File: src/rtl/trafficlight_pkg.sv
// Shared types and constants for the pedestrian-request traffic light.
// The state enum, LED colour codes and phase-order helpers live here.
package trafficlight_pkg;

    typedef enum logic [1:0] {
        S_RED,
        S_YELLOW_UP,
        S_GREEN,
        S_YELLOW_DN
    } tl_state_t;

    localparam logic [2:0] RGB_RED    = 3'b100;
    localparam logic [2:0] RGB_YELLOW = 3'b110;
    localparam logic [2:0] RGB_GREEN  = 3'b010;

    // Successor of a timed phase; RED is left only on a request, never by timeout.
    function automatic tl_state_t next_phase(input tl_state_t s);
        tl_state_t n;
        n = S_RED;
        unique case (s)
            S_YELLOW_UP: n = S_GREEN;
            S_GREEN:     n = S_YELLOW_DN;
            S_YELLOW_DN: n = S_RED;
            default:     n = S_RED;
        endcase
        return n;
    endfunction

    function automatic logic [2:0] rgb_of(input tl_state_t s);
        logic [2:0] c;
        c = RGB_RED;
        unique case (s)
            S_RED:       c = RGB_RED;
            S_YELLOW_UP: c = RGB_YELLOW;
            S_GREEN:     c = RGB_GREEN;
            S_YELLOW_DN: c = RGB_YELLOW;
            default:     c = RGB_RED;
        endcase
        return c;
    endfunction

endpackage

File: src/rtl/trafficlight.sv
// Pedestrian-request traffic light: rests on RED, a registered button request
// runs YELLOW -> GREEN -> YELLOW -> RED with PHASE_CYCLES clocks per lit phase.
module trafficlight
    import trafficlight_pkg::*;
#(
    parameter int unsigned PHASE_CYCLES = 10
) (
    input  logic       clk,
    input  logic       resn,
    input  logic       btn,
    output logic [2:0] rgb
);

    localparam int unsigned CNT_W = (PHASE_CYCLES > 1) ? $clog2(PHASE_CYCLES) : 1;
    localparam logic [CNT_W-1:0] CNT_LAST = CNT_W'(PHASE_CYCLES - 1);

    logic             btn_q;
    tl_state_t        state;
    tl_state_t        state_nxt;
    logic [CNT_W-1:0] cnt;
    logic [CNT_W-1:0] cnt_nxt;

    always_ff @(posedge clk) begin
        if (resn) begin
            btn_q <= 1'b0;
            state <= S_RED;
            cnt   <= '0;
        end else begin
            btn_q <= btn;
            state <= state_nxt;
            cnt   <= cnt_nxt;
        end
    end

    // cnt defaults to 0 so it is cleared both in RED and on every phase change;
    // requests are looked at only in RED, so presses mid-sequence are dropped.
    always_comb begin
        state_nxt = state;
        cnt_nxt   = '0;
        unique case (state)
            S_RED: begin
                if (btn_q) begin
                    state_nxt = S_YELLOW_UP;
                end
            end
            default: begin
                if (cnt == CNT_LAST) begin
                    state_nxt = next_phase(state);
                end else begin
                    cnt_nxt = cnt + CNT_W'(1);
                end
            end
        endcase
    end

    always_comb begin
        rgb = rgb_of(state);
    end

endmodule

File: config.mk
export PLATFORM = sky130hd
export DESIGN_NAME = trafficlight
export DESIGN_NICKNAME = d
export VERILOG_FILES = /design/src/rtl/trafficlight_pkg.sv /design/src/rtl/trafficlight.sv
export SDC_FILE = /design/constraint.sdc
export NUM_CORES = 1
export LEC_CHECK = 0
export BUFFER_PORTS_ARGS = -buffer_cell sky130_fd_sc_hd__buf_2
export CAP_MARGIN = 10
export CORE_AREA = 5 5 42 44
export DETAILED_ROUTE_END_ITERATION = 7
export DIE_AREA = 0 0 47 49
export GPL_TIMING_DRIVEN = 0
export PLACE_DENSITY = 0.47
export SKIP_CTS_REPAIR_TIMING = 1
export SLEW_MARGIN = 20
export SYNTH_ARGS = -nofsm -noshare
export SYNTH_HDL_FRONTEND = slang
export SYNTH_SLANG_ARGS = --single-unit
File: constraint.sdc
create_clock -name clk -period 1.3 [get_ports clk]
set_input_delay 0.065 -clock clk [delete_from_list [all_inputs] [get_ports clk]]
set_output_delay 0.065 -clock clk [all_outputs]
set_load 0.02 [all_outputs]
# After elaboration in Yosys (flattened, before gate mapping)
# Cells that the tools add are included.
classes:
  add_sub_neg: 1
  n_eq_ne: 5
  mux: 5
  n_reduce_logical: 5
op_table:
  columns: ["cell", "count"]
  rows:
  - ["case mux 3 bit (3 select lines)", 1]
  - ["two-way mux 2 bit", 3]
  - ["adder 4 x 1 -> 4 bit (second input constant)", 1]
  - ["equality test 2 bit (second input constant)", 2]
  - ["equality test 4 bit (second input constant)", 1]
  - ["case mux 2 bit (2 select lines)", 1]
  - ["OR reduction 3 bit", 1]
  - ["equality test 2 x 1 -> 1 bit (second input constant)", 1]
  - ["zero test 2 bit", 1]
  - ["inequality test 2 bit (second input constant)", 1]
  - ["AND reduction 2 bit", 1]
  - ["nonzero test 2 bit", 1]
  - ["OR reduction 2 bit", 1]
totals:
  register_bits: 7
  output_inout_bits: 3

# Depth between registers and ports, before layout
# Gate-level depths: netlist of the first run.
depth:
  ltp_word: 4
  depth_mapped: 5
  ltp_nobuf: 5

# Worst setup path before layout of the first run
# Ideal clock, no wire load.
synth_path:
  path_type: "reg-to-reg"
  startpoint: "register state[1]"
  endpoint: "register state[0]"
  arrival_time_ps: 1062
  required_ps: 1214
  path_slack_ps: 152
  stages_incl_launch_ff: 6
  n_path_buf: 0
  synth_period_minus_slack_ps: 1148
  path_cell_list: "dfxtp_1 inv_1 ha_1 nor2_1 a32oi_1 a211oi_1"
synth_via:
  elab_chain_cells: 4
  word_cells_on_any_way: 9
  classes_between: "eq/ne (3); mux (3); reduce/logical (3)"
synth_rtl:
  columns: ["element", "line_no", "rtl"]
  rows:
  - ["from (decl)", "trafficlight.sv:18", "tl_state_t state;"]
  - ["from (signal assigned)", "trafficlight.sv:30", "state <= state_nxt;"]
  - ["equality test 2 bit / equality test 2 x 1 -> 1 bit (equally long branches)", "trafficlight_pkg.sv:20", "unique case (s)"]
  - ["case mux 2 bit (2 select lines)", "trafficlight_pkg.sv:20", null]
  - ["two-way mux 2 bit", "trafficlight.sv:47", "if (cnt == CNT_LAST) begin"]
  - ["two-way mux 2 bit", "trafficlight.sv:40", "unique case (state)"]
# Parallel ways exist; a longest one is shown, timed or not. The select of a mux whose other input is x is not followed.
# A chain may end at the register's enable or synchronous reset.

# Worst setup path in the final report of the first run
layout_path:
  startpoint: "register cnt[1]"
  endpoint: "register cnt[3]"
layout_via:
  elab_chain_cells: 2
  word_cells_on_any_way: 3
  classes_between: "add/sub (1); eq/ne (1); reduce/logical (1)"
layout_rtl:
  columns: ["element", "line_no", "rtl"]
  rows:
  - ["from (decl)", "trafficlight.sv:20", "logic [CNT_W-1:0] cnt;"]
  - ["from (signal assigned)", "trafficlight.sv:31", "cnt <= cnt_nxt;"]
  - ["branches (longest 2 deep; another with adder 4 x 1 -> 4 bit)", null, null]
# Several ways; the timed one is not identified.

==> results of run 1 <==
-- final timing paths --
kind,endpoint,slack [ns],cells after the start
setup / recovery,cnt[3],0.09,4
hold / removal,btn_q,0.02,2
setup reg to reg,cnt[3],0.09,4
hold reg to reg,cnt[0],0.48,1
-- stage by stage --
step | TNS (ns) | total power (uW) | hold WS [ns] | std cells
2_1_floorplan | 0 | 269 | 0.137 | 37
3_3_place_gp | 0 | 284 | 0.274 | 57
5_1_grt | -0.00574 | 523 | 0.0202 | 61
3_5_place_dp | 0 | 283 | 0.279 | 57
6_report | 0 | 488 | 0.0187 | 61
4_1_cts | 0 | 493 | 0.00739 | 61
-- final cells by class --
type,instances,area [sq um]
fill,157,966
sequential,7,141
buffer,1,7.51
tap,16,20.0
multi-input combinational,23,198
inverter,6,22.5
timing repair buffer,4,20.0
clock buffer,4,26.3
-- worst max-delay path: stages (launching register included) --
cell,delay (ns)
dfxtp_1,0.35
inv_1,0.05
ha_1,0.21
a311o_1,0.42
nor2_1,0.12
-- flip-flops by register name (all words and copies together), names as in the netlist --
signal	flops
cnt	4
state	2
btn_q	1
-- cells in the final DEF, fill, tap and decap left out, drive strengths merged --
cell	instances
dfxtp	7
inv	6
ha	6
nor2	5
buf	5
clkbuf	4
nand2b	2
a311o	1
a32oi	1
and4b	1
a211oi	1
xnor2	1
nor2b	1
mux2i	1
nand3	1
xor2	1
conb	1
-- power by group through the flow --
stage                     Clock [uW]  Combinational [uW]  Sequential [uW]
after floorplan                    0                38.2              230
after global placement             0                52.2              231
after detailed placement           0                51.9              231
after CTS                        214                52.3              227
after global routing             228                65.8              229
final                            203                56.7              228
-- per-layer routing --
| metal | vias up | global-route usage, % |
|---|---|---|
| met3 | 5 | 2.21 |
| li1 | 132 | - |
| met5 | - | 0 |
| met2 | 7 | 8.82 |
| met1 | 118 | 7.52 |
| met4 | 0 | 11.1 |
-- cells by family (layout without fill, tap and decap cells) --
logic type | count (synthesis) | after routing | share of synthesized area, %
other | 1 | 1 | 1.06
XOR/XNOR | 2 | 2 | 4.93
AND/OR/NAND/NOR | 10 | 10 | 14.8
multiplexers | 1 | 1 | 2.82
adder cells (fa/ha/maj) | 6 | 6 | 21.1
AO/OA/AOI/OAI | 3 | 3 | 7.40
flip-flops | 7 | 7 | 39.4
buffers and inverters | 7 | 15 | 8.45
==> key figures, run 1 <==
Synth
  – Seq cells post-synth: 7
  – Top-count cell post-synth: dfxtp_1
  – Yosys warning count: 0
  – Post-synth top area cell: dfxtp_1
  – Ranking of synthesized cells by area: dfxtp_1 39%, ha_1 21%, inv_1 6.3%
  – Dominant synthesized flop cell: dfxtp_1
  – Synthesized instance count: 37
  – Avg Cell Area, Syn: 9.60 sq um
  – Post-synth top area share: between 30% and 40%
  – Synthesized area: around 360 sq um
  – Asr flop ratio synth: 0%
  – Post-synth EDFFs: 0
  – Synth cell types: 16
  – Post-synthesis sequential area ratio: 39.4%
  – Commonest cells in the netlist: 7 x dfxtp_1, 6 x ha_1, 6 x inv_1
  – Syn Nets: 46

Power
  – Clock share of power: 41.5%
  – Switching pwr: 124 uW
  – Cell area power density: 1120 nW/um^2
  – Max VDD drop: 0.000521 V
  – Logic pwr share: a little under an eighth
  – Reg power frac: 46.8%
  – Sw frac: between 20 and 30%
  – Int Power: 364 uW
  – Pleak: around 0.00019 uW

Clock network
  – CTS Root Cell: clkbuf_4
  – Clock latency on the worst-skew pair: between 0.2 and 0.3 ns
  – CTS H-tree lvls: 1
  – Clk sinks: 7
  – TritonCTS clock tree: yes
  – Worst-path clk slew: 0.05 ns
  – CTS max path bufs: 2
  – Total CTS buffers: 3

Worst setup path
  – Crit path arrival time: 1.41 ns
  – Worst setup SP type: flop
  – Crit-path max FO: 4
  – Setup crit start: cnt[1]
  – Worst endpoint required time: 1.49 ns
  – Crit Path Category: flop to flop
  – CP Capture Type: flop
  – Reg2reg start: cnt[1]

Global route
  – First-pass GRT wire length: 1.06 mm
  – Vias in the first global route: about 240
  – Largest net degree at the start of global routing: 6
  – Total track usage: a little over 7%
  – Final global-route overflow total: 0
  – Initial antenna violation count: 0

Finish
  – Layout Utilization: 31.1%
  – Share of layout cells above drive strength 1: approximately 29%
  – Area Growth Syn to Fin: 22.5%
  – Design area: 435 sq um
  – Fin nets: 55
  – Diodes inserted: 0

Routing
  – Met3 WL: approximately 23 microns
  – 1st-iter DRT viols: 1
  – Final WL: 629 microns
  – Via density: 4.30
  – ANT nets after route: 0
  – DRC: 0
  – Via count: 262
  – DR top layer: met4
  – Avg WL per Cell: 10.3 microns
  – Drt pass-1 iters: 2
  – Metal2 WL: 291 microns
  – Routed length on met1: 265 microns

Timing
  – Crit share post-route: 93.3%
  – PnR worst setup slack: 0.0865 ns
  – Final Hold Viols: 0
  – Maximum clock rate: a little over 800 MHz
  – Slew Viols, Final: 0
  – Setup violations, final: 0
  – Clock Skew: 0.00159 ns
  – Crit path time final: about 1.2 ns

Floorplan
  – I/O pin count: 6
  – Row count: 14
  – Die X: ~47 microns
  – Die footprint: 2300 sq um
  – Die extent in y: 49 microns
  – Starting Density: 25.4%
  – Core area: about 1400 sq um

Place
  – Placed Area: 395 sq um
  – Detailed Place HPWL: just over 400 microns
  – Pre-CTS setup slack: 0.0304 ns
  – Routability congestion estimate: 0.692
  – IO Port Bufs: 4

Worst hold path
  – HP Start: btn
  – Hold Path Class: input pin to flop

Status
  – Status: complete, no violations

Run
  – Max Cap Violations: 0
(Power assumes the default switching activity.)
==> run 2, diff against run 1 <==
--- a/config.mk
+++ b/config.mk
@@ -5,13 +5,14 @@
 export SDC_FILE = /design/constraint.sdc
 export NUM_CORES = 1
 export LEC_CHECK = 0
-export BUFFER_PORTS_ARGS = -buffer_cell sky130_fd_sc_hd__buf_2
 export CAP_MARGIN = 10
 export CORE_AREA = 5 5 42 44
 export DETAILED_ROUTE_END_ITERATION = 7
 export DIE_AREA = 0 0 47 49
+export DONT_BUFFER_PORTS = 1
 export GPL_TIMING_DRIVEN = 0
-export PLACE_DENSITY = 0.47
+export PLACE_DENSITY = 0.43
+export RECOVER_POWER = 100
 export SKIP_CTS_REPAIR_TIMING = 1
 export SLEW_MARGIN = 20
 export SYNTH_ARGS = -nofsm -noshare
==> key figures, run 2 (synthesis gave the netlist of run 1 again) <==
Routing
  – Drt pass-1 iters: 4
  – ANT nets after route: 0
  – 1st-iter DRT viols: 6
  – Via count: 252
  – Via density: 4.20
  – DRC: 0
  – Avg WL per Cell: 10.4 microns
  – Final WL: 621 microns

Clock network
  – Clk sinks: 7
  – CTS Root Cell: clkbuf_4
  – CTS H-tree lvls: 1
  – TritonCTS clock tree: yes
  – Clock latency on the worst-skew pair: 0.25 ns
  – CTS max path bufs: 2
  – Total CTS buffers: 3
  – Worst-path clk slew: about 0.05 ns

Timing
  – Unrepaired setup endpoints after global routing: no
  – Clock Skew: roughly 0.0024 ns
  – Setup violations, final: 0
  – Post-Route Setup TNS: 0 ns
  – Final Hold Viols: 0
  – Hold Slack: about 0.097 ns
  – Maximum clock rate: 823 MHz
  – Crit path time final: 1.21 ns
  – PnR worst setup slack: between 0.08 and 0.09 ns
  – Crit share post-route: between 90% and 100%
  – Slew Viols, Final: 0

Finish
  – Reg with most FFs: cnt
  – FILL cells: 154
  – Fin nets: 54
  – Diodes inserted: 0
  – Most frequent cells in the layout: 6 x dfxtp_1, 5 x inv_1, 5 x ha_1, 4 x nor2_1
  – Fin cells: 60
  – Design area: roughly 450 sq um
  – Commonest non-fill, non-tap cell in the layout: dfxtp_1
  – Share of layout cells above drive strength 1: 22.7%
  – Area Growth Syn to Fin: 26.8%
  – Top flop regs: cnt (4), state (2), btn_q (1)
  – Max reg flops: 4

Global route
  – Initial antenna violation count: 0
  – First-pass GRT wire length: around 900 microns
  – Final global-route overflow total: 0
  – Total track usage: 5.85%
  – Largest net degree at the start of global routing: 6
  – Vias in the first global route: 242

Floorplan
  – Starting Density: 25.4%
  – Die extent in y: 49 microns
  – Die X: approximately 47 microns
  – Core area: 1400 sq um
  – Die footprint: ~2300 sq um
  – Row count: 14
  – I/O pin count: 6

Worst setup path
  – Worst r2r dst: state[1]
  – Reg2reg start: state[1]
  – R2r setup slk: 0.09 ns
  – Worst Path Buf+Inv: 1
  – CP Capture Type: flop
  – CP max-delay cell: dfxtp_2
  – Crit path arrival time: ~1.4 ns
  – Cell family with most CP delay: flip-flops
  – Worst-path cell chain: inv_1 -> ha_2 -> nor2_2 -> a32oi_2 -> mux2i_1
  – Cell count along the critical path: 5
  – Worst setup SP type: flop
  – Worst path max stage delay: between 0.3 and 0.4 ns
  – Worst endpoint required time: 1.47 ns
  – Crit path capture: state[1]
  – Worst Reg2Reg Path Length in Cells: 5
  – Setup crit start: state[1]
  – Crit Path Category: flop to flop
  – Crit-path max FO: 4

Power
  – Switching pwr: 116 uW
  – Cell area power density: about 1100 nW/um^2
  – Logic pwr share: between 10% and 20%
  – Clock share of power: between 40 and 50%
  – Pleak: 0.000188 uW
  – Max VDD drop: 0.000361 V
  – Reg power frac: 47.3%
  – Int Power: approximately 370 uW
  – Sw frac: 24.1%

Place
  – Pre-CTS setup slack: between 0.02 and 0.03 ns
  – Routability congestion estimate: 0.706
  – IO Port Bufs: 0
  – Placed Area: approximately 380 sq um
  – Placed Cells: 53
  – Detailed Place HPWL: 469 microns

Status
  – Status: complete, no violations

Worst hold path
  – Hold Path Class: input pin to flop

Run
  – Max Cap Violations: 0
-- run 2: layout make-up --
type / instances / area (sq um) / area share (%)
buffer: 1 / 7.51 / 1.67
clock buffer: 4 / 26.3 / 5.83
inverter: 6 / 22.5 / 5.00
multi-input combinational: 23 / 203 / 45.0
sequential: 7 / 141 / 31.4
tap: 16 / 20.0 / 4.44
timing repair buffer: 3 / 30.0 / 6.67
-- run 2: layer usage --
metal	track usage [%]	share of wire (%)
met5	0	0
met4	2.76	0
met3	5.54	5.6
met2	9.05	48
met1	4.85	47
-- run 2: how the worst min path moves through the flow --
stage	startpoint	end	slack, ns	cells past startpoint
2_1_floorplan	resn	btn_q	0.14	1
4_1_cts	resn	btn_q	-0.13	1
5_1_grt	resn	cnt[1]	0.09	2
3_3_place_gp	resn	btn_q	0.14	1
6_report	resn	cnt[1]	0.1	2
3_5_place_dp	resn	btn_q	0.14	1
-- run 2: power groups by stage --
stage                     Sequential [uW]  Combinational, uW  Clock (uW)
after floorplan                       230               38.2           0
after global routing                  229               65.5         220
after detailed placement              232               45.4           0
after CTS                             227               45.5         207
final                                 228               59.9         194
after global placement                231               43.2           0
-- run 2: metrics by stage --
step                      utilization [%]  total power, uW
after global routing                 32.1              514
after global placement               26.8              274
after floorplan                         -              269
final                                32.1              482
after detailed placement             26.8              277
after CTS                            28.7              479
-- run 2: worst reg2reg max path, delay by kind of cell (launching register included) --
kind | cells | cell delay (ns)
and+or+nand+nor | 1 | 0.06
adders and majority gates | 1 | 0.21
DFF | 1 | 0.34
AOI/OAI and AO/OA | 1 | 0.25
muxes | 1 | 0.20
buffers and inverters | 1 | 0.08
